[src/rtl/cpu_int_pkg.sv]
// cpu_int_ctrl shared types: FSM states, register map, STATUS layout.
// Optional ack timeout is enabled by CPU_INT_ACK_TIMEOUT_EN.
package cpu_int_pkg;

  typedef enum logic [1:0] {
    IDLE = 2'd0,
    REQ  = 2'd1,
    SERV = 2'd2
  } state_t;

  localparam logic [1:0] ADDR_MASK   = 2'd0;
  localparam logic [1:0] ADDR_PEND   = 2'd1;
  localparam logic [1:0] ADDR_EDGE   = 2'd2;
  localparam logic [1:0] ADDR_STATUS = 2'd3;

  localparam int ST_ID   = 0;
  localparam int ST_REQ  = 2;
  localparam int ST_BUSY = 3;
  localparam int ST_TOUT = 7;

  function automatic logic [7:0] status_word(
    input logic       tout,
    input logic       busy,
    input logic       req,
    input logic [1:0] id
  );
    logic [7:0] w;
    w = '0;
    w[ST_TOUT]         = tout;
    w[ST_BUSY]         = busy;
    w[ST_REQ]          = req;
    w[ST_ID+1:ST_ID]   = id;
    return w;
  endfunction

endpackage

[src/rtl/cpu_int_ctrl_prio_enc.sv]
// Fixed-priority encoder: lowest set index wins.
// Part of cpu_int_ctrl (macro CPU_INT_ACK_TIMEOUT_EN lives in the top).
module cpu_int_prio_enc #(
  parameter int N = 4
) (
  input  logic [N-1:0] elig,
  output logic         valid,
  output logic [1:0]   idx
);

  always_comb begin
    valid = |elig;
    idx   = '0;
    for (int i = N - 1; i >= 0; i--) begin
      if (elig[i]) idx = 2'(i);
    end
  end

endmodule

[src/rtl/cpu_int_ctrl.sv]
// Interrupt controller for the 8-bit cpu: pend/mask/edge regs + req/ack/eoi FSM.
// Define CPU_INT_ACK_TIMEOUT_EN to add the acknowledge timeout and STATUS[7].
module cpu_int_ctrl
  import cpu_int_pkg::*;
#(
  parameter int               N_IRQ       = 4,
  parameter int               VEC_W       = 10,
  parameter logic [VEC_W-1:0] VEC_BASE    = 10'h3F0,
  parameter int               VEC_STRIDE  = 2,
  parameter int               ACK_TIMEOUT = 255
) (
  input  logic             clk,
  input  logic             reset,
  input  logic [N_IRQ-1:0] irq_in,
  input  logic             cfg_we,
  input  logic [1:0]       cfg_addr,
  input  logic [7:0]       cfg_wdata,
  output logic [7:0]       cfg_rdata,
  output logic             int_req,
  input  logic             int_ack,
  output logic [VEC_W-1:0] int_vec,
  output logic [1:0]       int_id,
  input  logic             eoi
);

  state_t state, state_d;

  logic [N_IRQ-1:0] mask, pend, emode, irq_q;
  logic [N_IRQ-1:0] pend_d, w1c, ack_clr, rise;
  logic [N_IRQ-1:0] elig;
  logic             enc_valid;
  logic [1:0]       enc_idx;
  logic             cap;
  logic             to_hit;
  logic             tflag;
  logic [VEC_W-1:0] vec_d;

  wire unused_wdata = ^cfg_wdata[7:N_IRQ];

  assign elig = pend & mask;

  cpu_int_prio_enc #(.N(N_IRQ)) u_enc (
    .elig  (elig),
    .valid (enc_valid),
    .idx   (enc_idx)
  );

  assign vec_d = VEC_BASE + VEC_W'(VEC_STRIDE * int'(enc_idx));

  always_comb begin
    state_d = state;
    cap     = 1'b0;
    unique case (state)
      IDLE: begin
        if (enc_valid) begin
          state_d = REQ;
          cap     = 1'b1;
        end
      end
      REQ: begin
        if (int_ack)     state_d = SERV;
        else if (to_hit) state_d = IDLE;
      end
      SERV: begin
        if (eoi) state_d = IDLE;
      end
      default: state_d = IDLE;
    endcase
  end

  // Set wins over clear: rising edges are OR-ed in after the clears.
  always_comb begin
    w1c     = '0;
    ack_clr = '0;
    if (cfg_we && cfg_addr == ADDR_PEND)
      w1c = cfg_wdata[N_IRQ-1:0];
    if (state == REQ && int_ack)
      ack_clr = (N_IRQ'(1) << int_id) & emode;
    rise   = irq_in & ~irq_q;
    pend_d = (emode & ((pend & ~w1c & ~ack_clr) | rise))
           | (~emode & irq_in);
  end

  always_ff @(posedge clk or negedge reset) begin
    if (!reset) begin
      state   <= IDLE;
      mask    <= '0;
      emode   <= '1;
      pend    <= '0;
      irq_q   <= '0;
      int_id  <= '0;
      int_vec <= '0;
    end else begin
      state <= state_d;
      irq_q <= irq_in;
      pend  <= pend_d;
      if (cfg_we && cfg_addr == ADDR_MASK)
        mask <= cfg_wdata[N_IRQ-1:0];
      if (cfg_we && cfg_addr == ADDR_EDGE)
        emode <= cfg_wdata[N_IRQ-1:0];
      if (cap) begin
        int_id  <= enc_idx;
        int_vec <= vec_d;
      end
    end
  end

  assign int_req = (state == REQ);

`ifdef CPU_INT_ACK_TIMEOUT_EN
  logic [7:0] to_cnt;
  logic       st_wr;

  assign st_wr  = cfg_we && cfg_addr == ADDR_STATUS;
  assign to_hit = (state == REQ) && (to_cnt == 8'(ACK_TIMEOUT - 1));

  always_ff @(posedge clk or negedge reset) begin
    if (!reset) begin
      to_cnt <= '0;
      tflag  <= 1'b0;
    end else begin
      if (state != REQ) to_cnt <= '0;
      else              to_cnt <= to_cnt + 8'd1;
      if (to_hit && !int_ack) tflag <= 1'b1;
      else if (st_wr)         tflag <= 1'b0;
    end
  end
`else
  localparam int unused_ack_to = ACK_TIMEOUT;
  assign to_hit = 1'b0;
  assign tflag  = 1'b0;
`endif

  always_comb begin
    cfg_rdata = '0;
    unique case (cfg_addr)
      ADDR_MASK:   cfg_rdata[N_IRQ-1:0] = mask;
      ADDR_PEND:   cfg_rdata[N_IRQ-1:0] = pend;
      ADDR_EDGE:   cfg_rdata[N_IRQ-1:0] = emode;
      ADDR_STATUS: cfg_rdata = status_word(tflag, state == SERV,
                                           state == REQ, int_id);
      default:     cfg_rdata = '0;
    endcase
  end

endmodule
[config.mk]
export PLATFORM = sky130hd
export DESIGN_NAME = cpu_int_ctrl
export DESIGN_NICKNAME = d
export VERILOG_FILES = /design/src/rtl/cpu_int_pkg.sv /design/src/rtl/cpu_int_ctrl_prio_enc.sv /design/src/rtl/cpu_int_ctrl.sv
export SDC_FILE = /design/constraint.sdc
export NUM_CORES = 1
export LEC_CHECK = 0
export CORE_MARGIN = 5
export CORE_UTILIZATION = 39
export CTS_CLUSTER_DIAMETER = 150
export CTS_CLUSTER_SIZE = 14
export DETAILED_ROUTE_END_ITERATION = 16
export PLACE_DENSITY_LB_ADDON = 0.25
export SLEW_MARGIN = 20
export SYNTH_ARGS = -nofsm -noshare
export SYNTH_HDL_FRONTEND = slang
export SYNTH_SLANG_ARGS = --single-unit
[constraint.sdc]
create_clock -name clk -period 1.15 [get_ports clk]
set_input_delay 0.115 -clock clk [delete_from_list [all_inputs] [get_ports clk]]
set_output_delay 0.115 -clock clk [all_outputs]
set_load 0.01 [all_outputs]
==> flow_metrics.py <==
metrics = {
    "pwr": {
        "ir_drop_mv": 1.34,
        "p_total_uw": 2830,
        "power_leakage_uw": 0.000718,
        "power-per-cell-area_nw_per_um2": 1780,
    },
    "global_routing": {
        "antenna_found_initial": 0,
        "track_usage_pct": 13.2,
        "grt_pass1_wl_um": 4150,
        "grt_pass1_vias": 913,
        "grt-ovfl-total": 0,
        "grt_max_degree": 22,
    },
    "cells_and_area": {
        "final_area_um2": 1590,
        "fill_cells": 240,
        "drive_gt1_share_pct": 47.5,
        "multi_input_area_um2": 482,
        "ff_latch_area_um2": 531,
        "area_growth_syn_to_layout_pct": 46.9,
        "nets": 161,
        "antenna_cells": 0,
    },
    "clock_network": {
        "clk_latency_ns": 0.31,
        "clock_path_buffers": 2,
        "htreeDepth": 1,
        "postCtsHoldBufs": 0,
        "clock-sinks": 21,
        "cts_inserted_buffers": 3,
        "path_clk_slew_ns": 0.12,
        "clockRootBuffer": "clkbuf_4",
        "cts_tree": "built",
    },
    "synthesis": {
        "synth_cells": 90,
        "synth_most_common_cell": "dfrtp_1",
        "ys_seq_area_share_pct": 49.0,
        "synth_ff_type": "dfrtp_1",
        "synth_common_cells": "dfrtp_1 (17), buf_4 (13), nand2_1 (11)",
        "yosysTopAreaCell": "dfrtp_1",
        "synth_edf_count": 0,
        "async_flop_share_pct": 100,
        "synth_top_cell_area_share_pct": 39.3,
        "synth_warnings": 0,
        "synth.avg_cell_area_um2": 12.0,
        "synth_seq_cells": 21,
        "netlist_area_um2": 1080,
        "synth_area_leaders": "dfrtp_1 (39%), dfstp_2 (9.7%), buf_4 (9.0%)",
        "ys_types": 28,
    },
    "run_status": {
        "status": "finished with violations",
        "violations": "setup timing",
    },
    "timing": {
        "skew_ns": 0.00905,
        "slew_viol_final": 0,
        "setup_viol_count_final": 14,
        "worst_hold_slack_ns": 0.134,
        "rsz0062_at_grt": "true",
        "final-hold-violation-count": 0,
        "clock.fmax_ghz": 0.609,
        "finalCritPeriodShare_pct": 143,
        "fin_setup_tns_ns": -3.70,
        "fin_crit_ns": 1.64,
        "setup_ws_ns": -0.493,
    },
    "die": {
        "io_pins": 40,
        "row_count": 19,
        "die_area_um2": 3930,
        "core_area_um2": 2710,
        "die_h_um": 62.7,
        "die_x_um": 62.7,
        "start_util_pct": 39.9,
    },
    "worst_setup_path": {
        "cp_slowest_stage_delay_ns": 0.44,
        "worstRegToRegCells": 4,
        "path_class": "flip-flop to primary output",
        "worstPathRequired_ns": 1.03,
        "crit_arrival_ns": 1.53,
        "crit_path_start_kind": "flip-flop",
        "crit_fanout": 5,
        "path_cells": "and2b_4 > mux4_2 > buf_2",
        "cpMaxStageDelayCell": "dfrtp_1",
        "endpoint_kind": "primary output",
    },
    "route": {
        "drc": 0,
        "ant_nets": 0,
        "vias": 866,
        "post_drt_wl_per_cell_um": 15.0,
        "dr.pass1.iters": 4,
        "wl_um": 2580,
        "avgViaCountPerCell": 5.03,
        "first_iter_violations": 18,
    },
    "placed_design": {
        "portBuffers": 29,
        "dp_hpwl_um": 1920,
        "place_congestion": 0.822,
        "dpl_cell_area_um2": 1490,
    },
    "flow_run": {
        "drv_cap": 0,
    },
    "min_path": {
        "hold_class": "primary input to async pin",
    },
}
[state kept, by name, summed over array words and instances, names as in the netlist]
register,cells
emode,4
irq_q,4
mask,4
pend,4
int_vec,2
state,2
int_id,1
[critical path: cells and delay by family (launching register included)]
kind / cells / cell delay, ns
DFF: 1 / 0.44
buffers and inverters: 1 / 0.15
muxes: 1 / 0.44
and+or+nand+nor: 1 / 0.18
[routing by layer]
layer,vias to the layer above,global-route usage (%),wire (um)
met4,0,3.45,25
met3,4,5.58,186
met1,421,15.1,1050
met5,-,0,0
li1,413,-,-
met2,28,22.5,1310
[cell families after synthesis]
family	synth area share, %
other cells	0.346
buf+inv	9.83
mux	16.6
simple gates	13.3
compound gates	10.9
flops	49.0
[worst paths after layout]
check                           slack, ns      start           end
worst max-delay path                -0.49   state[0]  cfg_rdata[2]
worst min-delay path                 0.13      reset       mask[1]
worst max register to register      -0.34   state[1]       pend[1]
worst min register to register       0.56   irq_q[1]       pend[1]
max in group asynchronous            0.79      reset      emode[3]
min in group clk                     0.27  irq_in[2]      irq_q[2]
[area by class of cell]
class | count | share of cell area, %
clock buffer | 4 | 1.65
inverter | 1 | 0.236
multi-input combinational | 59 | 30.3
sequential | 21 | 33.4
tap | 31 | 2.44
timing repair buffer | 56 | 32.0
[stage by stage]
| step | setup WS (ns) | util [%] | cells |
|---|---|---|---|
| 3_3_place_gp | -0.708 | 55.0 | 161 |
| 4_1_cts | -0.498 | 56.6 | 171 |
| 5_1_grt | -0.561 | 58.7 | 172 |
| 2_1_floorplan | -0.0835 | - | 95 |
| 6_report | -0.493 | 58.7 | 172 |
| 3_5_place_dp | -0.721 | 55.0 | 161 |
[placed cells by master (no fill, tap or decap), types with 3 or more instances in the layout]
cell type / count
buf_4: 19
dfrtp_1: 17
buf_6: 15
clkdlybuf4s50_1: 12
nand2_1: 11
mux2_2: 8
conb_1: 6
buf_2: 6
a21oi_1: 5
mux4_2: 4
a22o_1: 4
dfstp_2: 4
clkbuf_4: 3
[repair_timing]
item / in CTS / in global routing
resized for setup: 68 / 11
pin swaps: 4 / 1
setup buffers: 6 / 1
setup endpoints to repair: 29 / 19
[report_power, final]
group | internal [uW] | switching, uW
registers | 918 | 111
logic | 873 | 566
clock network | 135 | 230
No activity file was read; power rests on OpenSTA's default activity.
